==> config.mk <==
export PLATFORM = sky130hd
export DESIGN_NAME = risc16_prog_loader
export DESIGN_NICKNAME = d
export VERILOG_FILES = /design/src/rtl/risc16_prog_loader.sv
export SDC_FILE = /design/constraint.sdc
export NUM_CORES = 1
export LEC_CHECK = 0
export ABC_AREA = 1
export BUFFER_PORTS_ARGS = -buffer_cell sky130_fd_sc_hd__buf_2
export CORE_UTILIZATION = 55
export DETAILED_ROUTE_END_ITERATION = 12
export GPL_TIMING_DRIVEN = 0
export PLACE_DENSITY = 0.76
export SETUP_SLACK_MARGIN = 0.3
export SYNTH_ARGS = -nofsm -noshare
export SYNTH_HDL_FRONTEND = slang
export SYNTH_SLANG_ARGS = --single-unit
export TNS_END_PERCENT = 10
==> constraint.sdc <==
create_clock -name clk -period 2.15 [get_ports clk]
set_input_delay 0.1075 -clock clk [delete_from_list [all_inputs] [get_ports clk]]
set_output_delay 0.1075 -clock clk [all_outputs]
set_load 0.03 [all_outputs]
==> src/rtl/risc16_prog_loader.sv <==
// -----------------------------------------------------------------------------
// risc16_prog_loader
//
// Writer side of the risc16 CPU/RAM interface. Receives a framed byte stream,
// assembles big-endian 16-bit instruction words and writes them into RAM from
// PROG_START upward. The CPU is held in reset until the whole image is loaded.
//
// Frame: SYNC_BYTE, LEN[15:8], LEN[7:0], then LEN words as HI,LO byte pairs.
//
// Ports
//   clk         in   1   system clock, all state changes on posedge
//   rst         in   1   synchronous, active-high reset
//   byte_in     in   8   stream data byte
//   byte_valid  in   1   byte_in holds a valid byte
//   byte_ready  out  1   loader accepts a byte this cycle (registered)
//   mem_addr    out  16  RAM address during a write
//   mem_in      out  16  RAM write data
//   rw          out  1   RAM write strobe (1 for exactly one cycle per word)
//   cpu_rst     out  1   hold CPU in reset (1) / release (0)
//   load_done   out  1   image loaded, CPU running (sticky until rst)
//   load_err    out  1   length rejected (sticky until rst)
// -----------------------------------------------------------------------------
module risc16_prog_loader #(
  parameter logic [15:0] PROG_START = 16'h000F,
  parameter logic [15:0] MAX_WORDS  = 16'd256,
  parameter logic [7:0]  SYNC_BYTE  = 8'hA5
) (
  input  logic        clk,
  input  logic        rst,
  input  logic [7:0]  byte_in,
  input  logic        byte_valid,
  output logic        byte_ready,
  output logic [15:0] mem_addr,
  output logic [15:0] mem_in,
  output logic        rw,
  output logic        cpu_rst,
  output logic        load_done,
  output logic        load_err
);

  // The highest address ever written must fit in 16 bits.
  if (32'(PROG_START) + 32'(MAX_WORDS) > 32'h0001_0000) begin : g_range_chk
    $error("risc16_prog_loader: PROG_START + MAX_WORDS - 1 exceeds 16'hFFFF");
  end

  typedef enum logic [2:0] {
    S_SYNC,
    S_LEN_HI,
    S_LEN_LO,
    S_DAT_HI,
    S_DAT_LO,
    S_WRITE,
    S_DONE,
    S_ERR
  } state_e;

  state_e      state_q, state_d;
  logic [15:0] count_q, count_d;
  logic [15:0] idx_q, idx_d;
  logic [7:0]  word_hi_q, word_hi_d;
  logic        ready_q, ready_d;
  logic        rw_q, rw_d;
  logic [15:0] addr_q, addr_d;
  logic [15:0] data_q, data_d;
  logic        cpu_rst_q, cpu_rst_d;
  logic        done_q, done_d;
  logic        err_q, err_d;

  logic        accept;
  logic [15:0] len_full;
  logic [15:0] idx_inc;

  // ready_q already reflects the current state, so this is the handshake.
  assign accept   = byte_valid & ready_q;
  assign len_full = {count_q[15:8], byte_in};
  assign idx_inc  = idx_q + 16'd1;

  always_comb begin
    state_d   = state_q;
    count_d   = count_q;
    idx_d     = idx_q;
    word_hi_d = word_hi_q;
    addr_d    = addr_q;
    data_d    = data_q;
    rw_d      = 1'b0;

    unique case (state_q)
      S_SYNC: begin
        if (accept && (byte_in == SYNC_BYTE)) begin
          state_d = S_LEN_HI;
        end
      end
      S_LEN_HI: begin
        if (accept) begin
          count_d = {byte_in, count_q[7:0]};
          state_d = S_LEN_LO;
        end
      end
      S_LEN_LO: begin
        if (accept) begin
          count_d = len_full;
          if (len_full == 16'd0) begin
            state_d = S_DONE;
          end else if (len_full > MAX_WORDS) begin
            state_d = S_ERR;
          end else begin
            state_d = S_DAT_HI;
          end
        end
      end
      S_DAT_HI: begin
        if (accept) begin
          word_hi_d = byte_in;
          state_d   = S_DAT_LO;
        end
      end
      S_DAT_LO: begin
        // Write outputs are registered on entry to WRITE so that rw, mem_addr
        // and mem_in are all valid for exactly the WRITE cycle.
        if (accept) begin
          rw_d    = 1'b1;
          addr_d  = PROG_START + idx_q;
          data_d  = {word_hi_q, byte_in};
          state_d = S_WRITE;
        end
      end
      S_WRITE: begin
        idx_d = idx_inc;
        if (idx_inc == count_q) begin
          state_d = S_DONE;
        end else begin
          state_d = S_DAT_HI;
        end
      end
      S_DONE:  state_d = S_DONE;
      S_ERR:   state_d = S_ERR;
      default: state_d = S_SYNC;
    endcase

    // Status outputs are a registered decode of the next state.
    ready_d   = (state_d == S_SYNC)   || (state_d == S_LEN_HI) ||
                (state_d == S_LEN_LO) || (state_d == S_DAT_HI) ||
                (state_d == S_DAT_LO);
    cpu_rst_d = (state_d != S_DONE);
    done_d    = (state_d == S_DONE);
    err_d     = (state_d == S_ERR);
  end

  always_ff @(posedge clk) begin
    if (rst) begin
      state_q   <= S_SYNC;
      count_q   <= '0;
      idx_q     <= '0;
      word_hi_q <= '0;
      ready_q   <= 1'b0;
      rw_q      <= 1'b0;
      addr_q    <= '0;
      data_q    <= '0;
      cpu_rst_q <= 1'b1;
      done_q    <= 1'b0;
      err_q     <= 1'b0;
    end else begin
      state_q   <= state_d;
      count_q   <= count_d;
      idx_q     <= idx_d;
      word_hi_q <= word_hi_d;
      ready_q   <= ready_d;
      rw_q      <= rw_d;
      addr_q    <= addr_d;
      data_q    <= data_d;
      cpu_rst_q <= cpu_rst_d;
      done_q    <= done_d;
      err_q     <= err_d;
    end
  end

  assign byte_ready = ready_q;
  assign rw         = rw_q;
  assign mem_addr   = addr_q;
  assign mem_in     = data_q;
  assign cpu_rst    = cpu_rst_q;
  assign load_done  = done_q;
  assign load_err   = err_q;

endmodule
======== After elaboration in Yosys (flattened, before gate mapping) ========
Cells that the tools add are included.
storage, ports and cells
  flip-flop bits (word level) ............. 80
  bits in latches ......................... 0
  RAM bits ................................ 0
  bits in read-only memories .............. 0
  bits of input ports ..................... 11
  logic and storage cells ................. 61
  memories kept ........................... 0
operators by class
  add/subtract/negate cells ............... 2
  multiply operators ...................... 0
  div/mod/pow operators ................... 0
  order comparisons ....................... 1
  eq/ne operators ......................... 16
  shift-type cells ........................ 0
  muxes and demuxes ....................... 13
  bitwise operators ....................... 4
  reduce and logical (&&, ||, !) cells .... 13
operator list
  operator                                                                           number
  16-bit case mux with 2 select lines                                                1
  3-bit 2-to-1 mux                                                                   8
  3-bit case mux with 8 select lines                                                 1
  3-bit == test (second input constant)                                              7
  16-bit by 1-bit adder with 16-bit output (second input constant)                   1
  4-bit by 16-bit adder with 16-bit output (first input constant)                    1
  16-bit == test                                                                     1
  16-bit by 9-bit greater-than comparator with 1-bit output (second input constant)  1
  16-bit logical NOT                                                                 1
  16-bit 2-to-1 mux                                                                  1
  3-bit by 2-bit == test with 1-bit output (second input constant)                   4
  8-bit == test (second input constant)                                              1
  8-bit 2-to-1 mux                                                                   1
  3-bit by 1-bit == test with 1-bit output (second input constant)                   2
  3-bit logical NOT                                                                  2
  3-bit AND reduction                                                                2
  1-bit logical OR                                                                   4
  2-bit AND reduction                                                                2
  3-bit inequality test (second input constant)                                      1
  1-bit NOT                                                                          3
  2-bit OR reduction                                                                 1
  1-bit bitwise AND                                                                  1
  1-bit logical AND                                                                  1
  1-bit 2-to-1 mux                                                                   1

======== Longest topological paths before layout ========
Gate-level depths: netlist of the first run.
  depth after elaboration ................. 10
  gate-level depth with buffers ........... 17

======== Least setup slack after synthesis of the first run ========
Ideal clock, no wire load.
  path kind ............................... reg2reg
  start ................................... register idx_q[0]
  end ..................................... register cpu_rst_q (netlist: cpu_rst)
  library setup time ...................... 130 ps
  arrival ................................. 1775 ps
  required time ........................... 2020 ps
  path slack .............................. 244 ps
  cell stages (with the launch flop) ...... 16
  period minus slack after synthesis ...... 1906 ps
  path through ............................ dfxtp_1 inv_2 ha_1 inv_1 or2_2 nand3_1 nor2_1 nand2_1 nor2_1 nand2_1 nor2_1 nand3_1 nand2_1 nand2_2 nand2_2 nand3_2
on the way
  longest elaborated chain between the ends .. 5
ends and longest elaborated chain
  element                                   RTL line  text
  from (decl)                               59        logic [15:0] idx_q, idx_d;
  from (signal assigned)                    165       idx_q <= idx_d;
  16-bit by 1-bit adder with 16-bit output  76        assign idx_inc = idx_q + 16'd1;
  net idx_inc[0]                            71        logic [15:0] idx_inc;
  16-bit == test                            129       if (idx_inc == count_q) begin
  3-bit 2-to-1 mux                          129
  3-bit case mux with 8 select lines        87        unique case (state_q)
  3-bit inequality test                     144       cpu_rst_d = (state_d != S_DONE);
  to (signal assigned)                      171       cpu_rst_q <= cpu_rst_d;
  to (decl)                                 65        logic cpu_rst_q, cpu_rst_d;
The timed path passes the listed nets, and every way through them passes these cells.
A chain may end at the register's enable or synchronous reset.

======== Worst setup path in the final report of the first run ========
  start ................................... register idx_q[0]
  end ..................................... register cpu_rst_q (netlist: cpu_rst)
on the way
  longest elaborated chain between the ends .. 5
ends and longest elaborated chain
  element                                   RTL line
  16-bit by 1-bit adder with 16-bit output  76
  16-bit == test                            129
  3-bit 2-to-1 mux                          129
  3-bit case mux with 8 select lines        87
  3-bit inequality test                     144
No other way between the ends.

==> flow_summary.html, run 1 <==
<table>
<tr><th>Metric</th><th>Value</th></tr>
<tr><th colspan="2">Run status</th></tr>
<tr><td>Outcome</td><td>finished, final reports clean</td></tr>
<tr><th colspan="2">Setup path</th></tr>
<tr><td>Minimum setup slack among reg-to-reg paths</td><td>0.12 ns</td></tr>
<tr><td>Critical path depth in cells</td><td>14</td></tr>
<tr><td>Critical path, cell by cell</td><td>ha_4, nand2_4, nor2_4, nand3_1, nand3_1, nand2_1, nor2_1, nand2_1, nor2_2, nand3_2, nand2_1, nand2_2, nand2_4, nand3_2</td></tr>
<tr><td>Required @ worst endpoint</td><td>2.41 ns</td></tr>
<tr><td>Critical-path cell with the highest stage delay</td><td>sky130_fd_sc_hd__dfxtp_4</td></tr>
<tr><td>End of the worst register-to-register path</td><td>cpu_rst</td></tr>
<tr><td>Type of the worst setup path</td><td>reg -&gt; reg</td></tr>
<tr><td>Critical path launch point type</td><td>register</td></tr>
<tr><td>Most frequent CP cell</td><td>sky130_fd_sc_hd__nand2_1</td></tr>
<tr><td>CP delay by family, top</td><td>simple AND/OR/NAND/NOR gates</td></tr>
<tr><td>Worst path arrival time</td><td>2.29 ns</td></tr>
<tr><td>Critical Path Sink Type</td><td>register</td></tr>
<tr><td>Delay of the slowest cell on the worst path</td><td>0.40 ns</td></tr>
<tr><td>R2r startpoint</td><td>idx_q[0]</td></tr>
<tr><td>Length in cells of the worst reg-to-reg path</td><td>14</td></tr>
<tr><td>Combined buffer and inverter count along the critical path</td><td>0</td></tr>
<tr><td>Top fanout value on the critical path</td><td>6</td></tr>
<tr><td>Launch point of the critical path</td><td>idx_q[0]</td></tr>
<tr><td>End point of the critical path</td><td>cpu_rst</td></tr>
<tr><th colspan="2">Synth</th></tr>
<tr><td>Most used flip-flop cell after synthesis</td><td>sky130_fd_sc_hd__dfxtp_1</td></tr>
<tr><td>Combined area of all synthesized cells</td><td>4170 um2</td></tr>
<tr><td>Average cell area after synthesis</td><td>6.88 um2</td></tr>
<tr><td>Synthesized instance count</td><td>606</td></tr>
<tr><td>Main area contributors after synthesis</td><td>sky130_fd_sc_hd__dfxtp_1, sky130_fd_sc_hd__nand2_1, sky130_fd_sc_hd__inv_1</td></tr>
<tr><td>Number of distinct library cell variants in the gate-level netlist after synthesis</td><td>37</td></tr>
<tr><td>Xor-xnor portion of the synthesized cell area</td><td>1.47%</td></tr>
<tr><td>Cell type contributing the most total cell area after synthesis</td><td>sky130_fd_sc_hd__dfxtp_1</td></tr>
<tr><td>Most frequent cells after synthesis</td><td>sky130_fd_sc_hd__nand2_1, sky130_fd_sc_hd__inv_1, sky130_fd_sc_hd__dfxtp_1</td></tr>
<tr><td>Total nets after synthesis</td><td>619</td></tr>
<tr><td>Synthesized flop and latch total</td><td>80</td></tr>
<tr><td>Ys Warns</td><td>0</td></tr>
<tr><td>Mux cell area share after synthesis</td><td>0%</td></tr>
<tr><td>EDFF count, synth</td><td>0</td></tr>
<tr><td>Synth async-reset ratio</td><td>0%</td></tr>
<tr><td>Largest family of logic cells by synthesized area</td><td>simple AND/OR/NAND/NOR gates</td></tr>
<tr><td>Synth top area share</td><td>38.4%</td></tr>
<tr><td>Post-Synth Simple-Gate Area</td><td>30.5%</td></tr>
<tr><td>Most repeated cell in the gate-level netlist after synthesis</td><td>sky130_fd_sc_hd__nand2_1</td></tr>
<tr><td>Post-Synth Adder-Cell Area</td><td>0.600%</td></tr>
<tr><td>Register area share after synthesis</td><td>38.4%</td></tr>
<tr><td>Post-synthesis compound-gate area fraction</td><td>17.9%</td></tr>
<tr><th colspan="2">Timing</th></tr>
<tr><td>Post-layout worst setup margin</td><td>0.120 ns</td></tr>
<tr><td>Fin crit share</td><td>94.4%</td></tr>
<tr><td>Number of max-slew violations in the final report</td><td>0</td></tr>
<tr><td>Peak Freq</td><td>0.493 GHz</td></tr>
<tr><td>RSZ-0062 raised after global routing</td><td>yes</td></tr>
<tr><td>Time the worst path needs with I/O delays and setup</td><td>2.03 ns</td></tr>
<tr><td>Transition time of the tightest slew-check pin</td><td>0.712 ns</td></tr>
<tr><td>Worst clock skew on the final layout</td><td>0.00960 ns</td></tr>
<tr><td>Number of hold violations in the final report</td><td>0</td></tr>
<tr><td>Final setup fails</td><td>0</td></tr>
<tr><td>Max_slew headroom</td><td>52.5%</td></tr>
<tr><th colspan="2">Finish</th></tr>
<tr><td>Finished Core Util</td><td>69.8%</td></tr>
<tr><td>Number of nets in the layout</td><td>694</td></tr>
<tr><td>Count of fill cells added during filler insertion</td><td>634</td></tr>
<tr><td>Post-route cell area</td><td>5090 um2</td></tr>
<tr><td>Antenna diode instance count</td><td>0</td></tr>
<tr><td>Fraction of final layout cells sized beyond drive strength 1</td><td>22.7%</td></tr>
<tr><td>Finished Layout Cells</td><td>785</td></tr>
<tr><td>Layout Area Growth over Synthesis</td><td>22.1%</td></tr>
<tr><th colspan="2">GRT</th></tr>
<tr><td>Number of antenna violations at the first check in global routing</td><td>0</td></tr>
<tr><td>Pin count of the biggest net entering global routing</td><td>16</td></tr>
<tr><td>Total global routing overflow</td><td>0</td></tr>
<tr><td>Number of global-route vias before repair</td><td>3957</td></tr>
<tr><td>Global Route Usage Sum</td><td>33.6%</td></tr>
<tr><td>First-pass GRT wire length</td><td>19600 um</td></tr>
<tr><th colspan="2">Placement</th></tr>
<tr><td>Post-DP Area</td><td>4530 um2</td></tr>
<tr><td>Detailed Place HPWL</td><td>8530 um</td></tr>
<tr><td>Gp weighted congestion</td><td>0.945</td></tr>
<tr><td>Number of buffer cells added on primary ports</td><td>47</td></tr>
<tr><td>Place WS</td><td>-0.181 ns</td></tr>
<tr><td>Instance count after placement with tap cells included</td><td>752</td></tr>
<tr><th colspan="2">Power</th></tr>
<tr><td>Reported leakage power</td><td>2.57 nW</td></tr>
<tr><td>VDD IR-drop max</td><td>0.000513 V</td></tr>
<tr><td>P per Cell Area</td><td>591 nW/um2</td></tr>
<tr><th colspan="2">Job</th></tr>
<tr><td>Number of maximum-capacitance constraint violations</td><td>0</td></tr>
<tr><th colspan="2">Clock network</th></tr>
<tr><td>Maximum clock insertion buffer count</td><td>2</td></tr>
<tr><td>Number of levels in the clock H-tree</td><td>3</td></tr>
<tr><td>Number of buffers added to fix hold violations after cts</td><td>0</td></tr>
<tr><td>CTS Buf Count</td><td>9</td></tr>
<tr><td>Clock edge transition at the registers on the reported setup and hold paths</td><td>0.09 ns</td></tr>
<tr><td>Source-to-sink clock delay at the later pin of the worst-skew pair</td><td>0.38 ns</td></tr>
<tr><td>TritonCTS Sinks</td><td>80</td></tr>
<tr><td>Clock tree from TritonCTS</td><td>yes</td></tr>
<tr><td>Root buffer selected by CTS</td><td>sky130_fd_sc_hd__clkbuf_8</td></tr>
<tr><th colspan="2">Die</th></tr>
<tr><td>Floorplan core area</td><td>7290 um2</td></tr>
<tr><td>FP Rows</td><td>31</td></tr>
<tr><td>Initial core utilization</td><td>57.2%</td></tr>
<tr><td>Height of the die</td><td>89.1 um</td></tr>
<tr><td>Die area</td><td>7930 um2</td></tr>
<tr><td>Top Ports</td><td>48</td></tr>
<tr><td>Die extent in x</td><td>89.1 um</td></tr>
<tr><th colspan="2">Route</th></tr>
<tr><td>DRC violation count after routing</td><td>0</td></tr>
<tr><td>Wire length on met1</td><td>5350 um</td></tr>
<tr><td>Total wire length</td><td>12600 um</td></tr>
<tr><td>Initial DRC count</td><td>390</td></tr>
<tr><td>Post-route antenna net violation count</td><td>0</td></tr>
<tr><td>DR top layer</td><td>met4</td></tr>
<tr><td>Routed wirelength normalized by instance count</td><td>16.1 um</td></tr>
<tr><td>Vias</td><td>4478</td></tr>
<tr><td>Average vias per placed instance</td><td>5.70</td></tr>
<tr><td>Detailed route wirelength on metal2</td><td>5910 um</td></tr>
<tr><td>Total met3 wirelength after detailed routing</td><td>995 um</td></tr>
<tr><td>Drt pass-1 iters</td><td>5</td></tr>
<tr><th colspan="2">Min path</th></tr>
<tr><td>Hold Path Class</td><td>in -&gt; reg</td></tr>
</table>
## cell usage in the layout (no fill, tap or decap), types with 3 or more instances in the layout
| cell type | count |
|---|---|
| sky130_fd_sc_hd__a21oi_1 | 49 |
| sky130_fd_sc_hd__buf_4 | 18 |
| sky130_fd_sc_hd__o221ai_1 | 4 |
| sky130_fd_sc_hd__nor2_2 | 4 |
| sky130_fd_sc_hd__dfxtp_2 | 5 |
| sky130_fd_sc_hd__clkbuf_8 | 10 |
| sky130_fd_sc_hd__a211oi_1 | 8 |
| sky130_fd_sc_hd__nand3_1 | 50 |
| sky130_fd_sc_hd__buf_6 | 4 |
| sky130_fd_sc_hd__nor3_1 | 3 |
| sky130_fd_sc_hd__nand2_4 | 7 |
| sky130_fd_sc_hd__nand2_2 | 10 |
| sky130_fd_sc_hd__nor2_4 | 7 |
| sky130_fd_sc_hd__clkbuf_1 | 9 |
| sky130_fd_sc_hd__clkbuf_2 | 7 |
| sky130_fd_sc_hd__xor2_1 | 6 |
| sky130_fd_sc_hd__buf_2 | 50 |
| sky130_fd_sc_hd__nand3_2 | 6 |
| sky130_fd_sc_hd__nor2_8 | 3 |
| sky130_fd_sc_hd__nand4_1 | 16 |
| sky130_fd_sc_hd__inv_2 | 6 |
| sky130_fd_sc_hd__dfxtp_1 | 73 |
| sky130_fd_sc_hd__inv_1 | 83 |
| sky130_fd_sc_hd__nor4_1 | 4 |
| sky130_fd_sc_hd__nor2_1 | 57 |
| sky130_fd_sc_hd__o21ai_0 | 55 |
| sky130_fd_sc_hd__nand2_1 | 91 |
| sky130_fd_sc_hd__o211ai_1 | 11 |
## worst reg2reg max path, delay by kind of cell, from the launching register on
kind                       cells  cell delay, ns
adders and majority gates      1            0.19
DFF                            1            0.40
and+or+nand+nor               13            1.33
## repair_timing
item,CTS,global route
pin swaps,13,11
setup endpoints to repair,55,65
gates resized for setup,31,34
setup buffers,11,6
## state kept, by name (all words and copies together) (netlist names)
signal,cells
byte_ready,1
count_q,16
cpu_rst,1
idx_q,16
load_done,1
load_err,1
mem_addr,16
mem_in,16
rw,1
state_q,3
word_hi_q,8
## how the worst min path moves through the flow
stage               start            to  slack (ns)  depth (start not counted)
2_1_floorplan  byte_in[4]  word_hi_q[4]        0.28                          2
3_3_place_gp   byte_in[6]    count_q[6]        0.44                          3
3_5_place_dp   byte_in[6]     mem_in[6]        0.44                          3
4_1_cts        byte_in[6]  word_hi_q[6]        0.05                          3
5_1_grt        byte_in[4]  word_hi_q[4]        0.06                          3
6_report       byte_in[6]  word_hi_q[6]        0.05                          3
## area by class of cell
cell class / count / area, um2 / area share (%)
buffer: 26 / 140 / 2.75
inverter: 93 / 355 / 6.98
timing repair buffer: 64 / 370 / 7.28
clock inverter: 6 / 98.8 / 1.94
multi-input combinational: 407 / 2250 / 44.1
sequential: 80 / 1620 / 31.8
tap: 99 / 124 / 2.43
clock buffer: 10 / 138 / 2.71
## routing by layer
layer | global-route usage (%) | vias to the layer above
li1 | - | 2145
met1 | 42.2 | 2061
met2 | 55.6 | 234
met3 | 6.46 | 38
met4 | 16.3 | 0
met5 | 0 | -
## power by group
| group | switching [mW] | total, mW | internal, mW |
|---|---|---|---|
| registers | 0.0113 | 1.50 | 1.49 |
| clock network | 0.642 | 1.35 | 0.706 |
| logic | 0.112 | 0.156 | 0.0439 |
| total | 0.766 | 3.01 | 2.24 |
## cell families (layout without fill, tap and decap cells)
logic type | after synthesis | in the layout
xor gates and xnor gates | 7 | 7
buffers and inverters | 119 | 199
DFF | 80 | 80
and+or+nand+nor | 264 | 264
adders and majority gates | 2 | 2
AOI/OAI and AO/OA | 134 | 134
## per-stage QoR
stage	setup TNS [ns]	hold WS (ns)	power (mW)
2_1_floorplan	0	0.275	1.63
3_3_place_gp	-0.593	0.438	1.68
3_5_place_dp	-1.08	0.437	1.68
4_1_cts	0	0.0482	2.99
5_1_grt	-0.175	0.0566	3.08
6_report	0	0.0500	3.01
Power figures use the tool's default switching activity.
==> run 2: changes to the inputs <==
- MAX_ROUTING_LAYER: not set -> met4
==> run 2 against run 1 <==
The flow now finishes with violations (setup timing); non-clock buffer count increased by 6; wire length about the same; cell count increased by 0.76%; critical path depth increased by 2; worst hold slack improved by 0.038 ns; register-to-register slack got worse by 0.17 ns; setup slack got worse by 0.17 ns; critical endpoint unchanged; utilization increased by 0.33 points; maximum frequency decreased by 7.6%; clock-buffer cell count unchanged; clock power decreased by 11%.
==> flow_summary.html, run 2 (same netlist as run 1, synthesis figures left out) <==
<table>
<tr><th>Metric</th><th>Value</th></tr>
<tr><th colspan="2">Run status</th></tr>
<tr><td>Outcome</td><td>complete, but fails checks</td></tr>
<tr><td>Violations in the final reports</td><td>setup timing</td></tr>
<tr><th colspan="2">GRT</th></tr>
<tr><td>Number of global-route vias before repair</td><td>3854</td></tr>
<tr><td>Total global routing overflow</td><td>0</td></tr>
<tr><td>Number of antenna violations at the first check in global routing</td><td>0</td></tr>
<tr><td>Global Route Usage Sum</td><td>33.2%</td></tr>
<tr><td>First-pass GRT wire length</td><td>19200 um</td></tr>
<tr><td>Pin count of the biggest net entering global routing</td><td>16</td></tr>
<tr><th colspan="2">Clock network</th></tr>
<tr><td>Clock tree from TritonCTS</td><td>yes</td></tr>
<tr><td>Root buffer selected by CTS</td><td>sky130_fd_sc_hd__clkbuf_8</td></tr>
<tr><td>Clock edge transition at the registers on the reported setup and hold paths</td><td>0.10 ns</td></tr>
<tr><td>Maximum clock insertion buffer count</td><td>2</td></tr>
<tr><td>Source-to-sink clock delay at the later pin of the worst-skew pair</td><td>0.36 ns</td></tr>
<tr><td>Number of levels in the clock H-tree</td><td>3</td></tr>
<tr><td>Number of buffers added to fix hold violations after cts</td><td>0</td></tr>
<tr><td>CTS Buf Count</td><td>9</td></tr>
<tr><td>TritonCTS Sinks</td><td>80</td></tr>
<tr><th colspan="2">Finish</th></tr>
<tr><td>Most common cell after layout, fill and taps aside</td><td>sky130_fd_sc_hd__nand2_1</td></tr>
<tr><td>Fraction of final layout cells sized beyond drive strength 1</td><td>22.8%</td></tr>
<tr><td>Number of nets in the layout</td><td>700</td></tr>
<tr><td>Layout Area Growth over Synthesis</td><td>22.6%</td></tr>
<tr><td>Post-route cell area</td><td>5110 um2</td></tr>
<tr><td>Commonest cells after routing, fill and taps aside</td><td>sky130_fd_sc_hd__nand2_1, sky130_fd_sc_hd__inv_1, sky130_fd_sc_hd__dfxtp_1</td></tr>
<tr><td>Antenna diode instance count</td><td>0</td></tr>
<tr><th colspan="2">Setup path</th></tr>
<tr><td>R2r startpoint</td><td>idx_q[1]</td></tr>
<tr><td>CP delay by family, top</td><td>simple AND/OR/NAND/NOR gates</td></tr>
<tr><td>Worst path arrival time</td><td>2.43 ns</td></tr>
<tr><td>Top fanout value on the critical path</td><td>5</td></tr>
<tr><td>Minimum setup slack among reg-to-reg paths</td><td>-0.05 ns</td></tr>
<tr><td>End of the worst register-to-register path</td><td>cpu_rst</td></tr>
<tr><td>Combined buffer and inverter count along the critical path</td><td>3</td></tr>
<tr><td>Most frequent CP cell</td><td>sky130_fd_sc_hd__nand2_1</td></tr>
<tr><td>Type of the worst setup path</td><td>reg -&gt; reg</td></tr>
<tr><td>Critical Path Sink Type</td><td>register</td></tr>
<tr><td>Critical path, cell by cell</td><td>buf_4, nand2_4, nor2_8, buf_4, nand2_1, nand2_1, nand3_1, nand2_1, nor2_1, nand2_1, nor2_2, nand3_1, nand2_2, nand3_2, inv_2, nand3_2</td></tr>
<tr><td>Delay of the slowest cell on the worst path</td><td>0.39 ns</td></tr>
<tr><td>Required @ worst endpoint</td><td>2.38 ns</td></tr>
<tr><td>Critical-path cell with the highest stage delay</td><td>sky130_fd_sc_hd__dfxtp_4</td></tr>
<tr><td>Length in cells of the worst reg-to-reg path</td><td>16</td></tr>
<tr><td>Critical path launch point type</td><td>register</td></tr>
<tr><th colspan="2">Placement</th></tr>
<tr><td>Place WS</td><td>-0.177 ns</td></tr>
<tr><td>Gp weighted congestion</td><td>0.955</td></tr>
<tr><td>Post-DP Area</td><td>4530 um2</td></tr>
<tr><td>Detailed Place HPWL</td><td>8630 um</td></tr>
<tr><td>Number of buffer cells added on primary ports</td><td>47</td></tr>
<tr><th colspan="2">Timing</th></tr>
<tr><td>RSZ-0062 raised after global routing</td><td>yes</td></tr>
<tr><td>Peak Freq</td><td>0.455 GHz</td></tr>
<tr><td>Fin crit share</td><td>102%</td></tr>
<tr><td>Post-layout worst setup margin</td><td>-0.0463 ns</td></tr>
<tr><td>Number of max-slew violations in the final report</td><td>0</td></tr>
<tr><td>Time the worst path needs with I/O delays and setup</td><td>2.20 ns</td></tr>
<tr><td>Worst clock skew on the final layout</td><td>0.0149 ns</td></tr>
<tr><td>Post-route worst hold slack</td><td>0.0883 ns</td></tr>
<tr><td>Transition time of the tightest slew-check pin</td><td>0.706 ns</td></tr>
<tr><td>Number of hold violations in the final report</td><td>0</td></tr>
<tr><td>Final setup fails</td><td>3</td></tr>
<tr><td>Max_slew headroom</td><td>52.9%</td></tr>
<tr><th colspan="2">Die</th></tr>
<tr><td>Height of the die</td><td>89.1 um</td></tr>
<tr><td>FP Rows</td><td>31</td></tr>
<tr><td>Top Ports</td><td>48</td></tr>
<tr><td>Die extent in x</td><td>89.1 um</td></tr>
<tr><td>Die area</td><td>7930 um2</td></tr>
<tr><td>Floorplan core area</td><td>7290 um2</td></tr>
<tr><td>Initial core utilization</td><td>57.2%</td></tr>
<tr><th colspan="2">Power</th></tr>
<tr><td>Relative contribution of combinational cells to total power</td><td>5.4%</td></tr>
<tr><td>Share of total power in the clock network</td><td>42.0%</td></tr>
<tr><td>Total power after layout</td><td>2.85 mW</td></tr>
<tr><td>P per Cell Area</td><td>558 nW/um2</td></tr>
<tr><td>VDD IR-drop max</td><td>0.000504 V</td></tr>
<tr><td>Register share of total power</td><td>52.6%</td></tr>
<tr><td>Reported leakage power</td><td>2.60 nW</td></tr>
<tr><td>Net switching power</td><td>734 uW</td></tr>
<tr><td>Int Pwr</td><td>2.12 mW</td></tr>
<tr><td>Share of total power consumed by net switching</td><td>25.7%</td></tr>
<tr><th colspan="2">Job</th></tr>
<tr><td>Number of maximum-capacitance constraint violations</td><td>0</td></tr>
<tr><th colspan="2">Min path</th></tr>
<tr><td>WHS Endpoint</td><td>mem_in[6]</td></tr>
<tr><td>Hold Path Class</td><td>in -&gt; reg</td></tr>
<tr><td>Cell depth of the worst hold path</td><td>3</td></tr>
<tr><td>Startpoint of the lowest-slack hold path</td><td>byte_in[6]</td></tr>
<tr><th colspan="2">Route</th></tr>
<tr><td>Drt pass-1 iters</td><td>7</td></tr>
<tr><td>Total wire length</td><td>12600 um</td></tr>
<tr><td>DRC violation count after routing</td><td>0</td></tr>
<tr><td>Vias</td><td>4443</td></tr>
<tr><td>Initial DRC count</td><td>577</td></tr>
<tr><td>Post-route antenna net violation count</td><td>0</td></tr>
<tr><td>Routed wirelength normalized by instance count</td><td>16.0 um</td></tr>
<tr><td>Average vias per placed instance</td><td>5.62</td></tr>
</table>
## run 2: worst min-delay path: stages
cell                      delay (ns)
sky130_fd_sc_hd__buf_2          0.13
sky130_fd_sc_hd__inv_1          0.09
sky130_fd_sc_hd__a21oi_1        0.07
## run 2: worst max path at each step
stage / startpoint / end / slack, ns / depth (start not counted)
4_1_cts: idx_q[2] / cpu_rst / 0.12 / 14
5_1_grt: idx_q[1] / cpu_rst / -0.09 / 16
6_report: idx_q[1] / cpu_rst / -0.05 / 16
3_5_place_dp: idx_q[1] / byte_ready / -0.18 / 16
3_3_place_gp: idx_q[1] / cpu_rst / -0.11 / 16
2_1_floorplan: idx_q[0] / cpu_rst / 0.32 / 15
## run 2: per-layer routing
| layer | track usage, % | wire [um] | vias up |
|---|---|---|---|
| met4 | 12.7 | 492 | 0 |
| met3 | 4.25 | 885 | 51 |
| li1 | - | - | 2165 |
| met1 | 43.1 | 5450 | 1994 |
| met5 | - | 0 | - |
| met2 | 52.8 | 5800 | 233 |
## run 2: metrics by stage
stage          instances  TNS [ns]  utilization (%)
4_1_cts              781         0             67.5
3_3_place_gp         752    -0.596             62.1
3_5_place_dp         752     -1.18             62.1
2_1_floorplan        606         0                -
6_report             791   -0.0998             70.1
5_1_grt              791    -0.375             70.1
## run 2: power by group through the flow
stage                     Sequential [mW]  Clock, mW  Combinational (mW)
after global placement               1.54          0               0.141
final                                1.50       1.20               0.154
after CTS                            1.50       1.21               0.146
after detailed placement             1.54          0               0.143
after global routing                 1.50       1.27               0.169
after floorplan                      1.54          0              0.0868
## run 2: cell type report
| cell class | instances | area, um2 |
|---|---|---|
| sequential | 80 | 1610 |
| clock buffer | 10 | 138 |
| timing repair buffer | 70 | 424 |
| fill | 652 | 2180 |
| tap | 99 | 124 |
| inverter | 93 | 358 |
| clock inverter | 6 | 75.1 |
| multi-input combinational | 407 | 2230 |
| buffer | 26 | 145 |
## run 2: what timing repair did
action / CTS / global route
setup buffers: 13 / 10
pin swaps: 13 / 16
setup endpoints to repair: 49 / 65
resized for setup: 17 / 51
gates cloned: 0 / 0
==> run 3: changes to the inputs <==
- clock period: 2.15 -> 2.5 ns (I/O delays scaled with it)
==> run 3 against run 2 <==
The run now ends clean; clock power shrank 12%; clock skew fell by 0.0065 ns; die area is the same; register-to-register slack better by 0.37 ns; clock-buffer cell count is 1 higher; largest power group unchanged.
==> flow_summary.html, run 3 (same netlist as run 1, synthesis figures left out) <==
<table>
<tr><th>Metric</th><th>Value</th></tr>
<tr><th colspan="2">Min path</th></tr>
<tr><td>Hold Path Class</td><td>in -&gt; reg</td></tr>
<tr><td>Startpoint of the lowest-slack hold path</td><td>byte_in[6]</td></tr>
<tr><td>WHS Endpoint</td><td>mem_in[6]</td></tr>
<tr><td>Cell depth of the worst hold path</td><td>3</td></tr>
<tr><th colspan="2">Finish</th></tr>
<tr><td>Number of nets in the layout</td><td>681</td></tr>
<tr><td>Finished Layout Cells</td><td>772</td></tr>
<tr><td>Layout Area Growth over Synthesis</td><td>15.6%</td></tr>
<tr><td>Commonest cells after routing, fill and taps aside</td><td>sky130_fd_sc_hd__nand2_1, sky130_fd_sc_hd__inv_1, sky130_fd_sc_hd__dfxtp_1</td></tr>
<tr><td>Fraction of final layout cells sized beyond drive strength 1</td><td>16.2%</td></tr>
<tr><td>Antenna diode instance count</td><td>0</td></tr>
<tr><td>Most common cell after layout, fill and taps aside</td><td>sky130_fd_sc_hd__nand2_1</td></tr>
<tr><td>Finished Core Util</td><td>66.1%</td></tr>
<tr><th colspan="2">Timing</th></tr>
<tr><td>Worst clock skew on the final layout</td><td>0.00831 ns</td></tr>
<tr><td>RSZ-0062 raised after global routing</td><td>yes</td></tr>
<tr><td>Peak Freq</td><td>0.458 GHz</td></tr>
<tr><td>Number of max-slew violations in the final report</td><td>0</td></tr>
<tr><td>Number of hold violations in the final report</td><td>0</td></tr>
<tr><td>Fin crit share</td><td>87.2%</td></tr>
<tr><td>Max_slew headroom</td><td>52.9%</td></tr>
<tr><td>Time the worst path needs with I/O delays and setup</td><td>2.18 ns</td></tr>
<tr><td>Setup TNS Final</td><td>0 ns</td></tr>
<tr><td>Transition time of the tightest slew-check pin</td><td>0.706 ns</td></tr>
<tr><td>Final setup fails</td><td>0</td></tr>
<tr><th colspan="2">Run status</th></tr>
<tr><td>Outcome</td><td>finished, final reports clean</td></tr>
<tr><th colspan="2">Clock network</th></tr>
<tr><td>Clock tree from TritonCTS</td><td>yes</td></tr>
<tr><td>Source-to-sink clock delay at the later pin of the worst-skew pair</td><td>0.36 ns</td></tr>
<tr><td>TritonCTS Sinks</td><td>80</td></tr>
<tr><td>Clock edge transition at the registers on the reported setup and hold paths</td><td>0.09 ns</td></tr>
<tr><td>CTS Buf Count</td><td>9</td></tr>
<tr><td>Maximum clock insertion buffer count</td><td>2</td></tr>
<tr><td>Root buffer selected by CTS</td><td>sky130_fd_sc_hd__clkbuf_8</td></tr>
<tr><td>Number of levels in the clock H-tree</td><td>3</td></tr>
<tr><th colspan="2">Route</th></tr>
<tr><td>Vias</td><td>4290</td></tr>
<tr><td>DRC violation count after routing</td><td>0</td></tr>
<tr><td>Routed wirelength normalized by instance count</td><td>15.6 um</td></tr>
<tr><td>Average vias per placed instance</td><td>5.56</td></tr>
<tr><td>Total wire length</td><td>12000 um</td></tr>
<tr><td>Post-route antenna net violation count</td><td>0</td></tr>
<tr><td>Initial DRC count</td><td>443</td></tr>
<tr><td>Drt pass-1 iters</td><td>5</td></tr>
<tr><th colspan="2">Job</th></tr>
<tr><td>Number of maximum-capacitance constraint violations</td><td>0</td></tr>
<tr><th colspan="2">Die</th></tr>
<tr><td>Die extent in x</td><td>89.1 um</td></tr>
<tr><td>Floorplan core area</td><td>7290 um2</td></tr>
<tr><td>FP Rows</td><td>31</td></tr>
<tr><td>Initial core utilization</td><td>57.2%</td></tr>
<tr><td>Top Ports</td><td>48</td></tr>
<tr><td>Height of the die</td><td>89.1 um</td></tr>
<tr><td>Die area</td><td>7930 um2</td></tr>
<tr><th colspan="2">GRT</th></tr>
<tr><td>Number of antenna violations at the first check in global routing</td><td>0</td></tr>
<tr><td>Number of global-route vias before repair</td><td>3777</td></tr>
<tr><td>Total global routing overflow</td><td>0</td></tr>
<tr><td>Global Route Usage Sum</td><td>32.5%</td></tr>
<tr><td>First-pass GRT wire length</td><td>18500 um</td></tr>
<tr><td>Pin count of the biggest net entering global routing</td><td>16</td></tr>
<tr><th colspan="2">Setup path</th></tr>
<tr><td>Critical path launch point type</td><td>register</td></tr>
<tr><td>Critical path, cell by cell</td><td>inv_4, ha_1, inv_1, or2_2, nand3_1, nor2_1, nand2_1, nor2_1, nand2_1, nor2_2, nand3_1, nand2_1, nand2_2, nand2_2, nand3_2</td></tr>
<tr><td>Worst path arrival time</td><td>2.42 ns</td></tr>
<tr><td>Type of the worst setup path</td><td>reg -&gt; reg</td></tr>
<tr><td>Critical-path cell with the highest stage delay</td><td>sky130_fd_sc_hd__dfxtp_4</td></tr>
<tr><td>End of the worst register-to-register path</td><td>cpu_rst</td></tr>
<tr><td>Required @ worst endpoint</td><td>2.74 ns</td></tr>
<tr><td>Minimum setup slack among reg-to-reg paths</td><td>0.32 ns</td></tr>
<tr><td>Length in cells of the worst reg-to-reg path</td><td>15</td></tr>
<tr><td>Critical Path Sink Type</td><td>register</td></tr>
<tr><td>Delay of the slowest cell on the worst path</td><td>0.42 ns</td></tr>
<tr><td>Most frequent CP cell</td><td>sky130_fd_sc_hd__nand2_1</td></tr>
<tr><td>Top fanout value on the critical path</td><td>7</td></tr>
<tr><td>R2r startpoint</td><td>idx_q[0]</td></tr>
<tr><th colspan="2">Placement</th></tr>
<tr><td>Number of buffer cells added on primary ports</td><td>47</td></tr>
<tr><td>Instance count after placement with tap cells included</td><td>752</td></tr>
<tr><td>Detailed Place HPWL</td><td>8720 um</td></tr>
<tr><td>Gp weighted congestion</td><td>0.948</td></tr>
<tr><th colspan="2">Power</th></tr>
<tr><td>VDD IR-drop max</td><td>0.000377 V</td></tr>
<tr><td>Reported leakage power</td><td>2.42 nW</td></tr>
<tr><td>Total power after layout</td><td>2.48 mW</td></tr>
<tr><td>P per Cell Area</td><td>516 nW/um2</td></tr>
</table>
## run 3: worst max-delay path by stage
stage | startpoint | to | slack (ns) | depth (start not counted)
3_3_place_gp | idx_q[0] | cpu_rst | 0.17 | 16
6_report | idx_q[0] | cpu_rst | 0.32 | 15
4_1_cts | idx_q[1] | cpu_rst | 0.28 | 14
2_1_floorplan | idx_q[0] | cpu_rst | 0.59 | 15
5_1_grt | idx_q[0] | cpu_rst | 0.16 | 15
3_5_place_dp | idx_q[0] | cpu_rst | 0.08 | 16
## run 3: final cells by class
| cell class | instances | area, um2 |
|---|---|---|
| Fill cell | 699 | 2470 |
| Multi-Input combinational cell | 407 | 2130 |
| Sequential cell | 80 | 1610 |
| Inverter | 93 | 352 |
| Timing Repair Buffer | 51 | 265 |
| Clock buffer | 11 | 151 |
| Tap cell | 99 | 124 |
| Buffer | 26 | 118 |
| Clock inverter | 5 | 70.1 |
## run 3: metrics by stage
| stage | setup WS, ns | hold slack, ns | area (um2) |
|---|---|---|---|
| after detailed placement | 0.0846 | 0.465 | 4530 |
| after global placement | 0.173 | 0.466 | 4530 |
| after floorplan | 0.594 | 0.293 | 4170 |
| after CTS | 0.277 | 0.0812 | 4790 |
| after global routing | 0.156 | 0.114 | 4820 |
| final | 0.319 | 0.0968 | 4820 |
## run 3: routing by layer
| layer | GRT usage, % | part of all wire, % | up-vias |
|---|---|---|---|
| li1 | - | - | 2129 |
| met1 | 41.5 | 44 | 1926 |
| met2 | 51.8 | 46 | 210 |
| met3 | 3.88 | 7.5 | 25 |
| met4 | 14.9 | 2.1 | 0 |
| met5 | - | 0 | - |
## run 3: worst max-delay path, delay by kind of cell, from the launching register on
kind	cells	cell delay (ns)
and+or+nand+nor	12	1.16
buffers and inverters	2	0.17
DFF	1	0.42
adders and majority gates	1	0.31
## run 3: what timing repair did
item | in CTS | in global routing
buffers inserted | 3 | 1
cloned | 0 | 0
hold buffers | 0 | 0
gates resized for setup | 5 | 6
pin swaps | 2 | 2
setup endpoints to repair | 7 | 13
## run 3: power breakdown
part / internal [mW] / switching (mW)
sequential: 1.28 / 0.00982
clock: 0.536 / 0.527
combinational: 0.0364 / 0.0929
total: 1.85 / 0.630
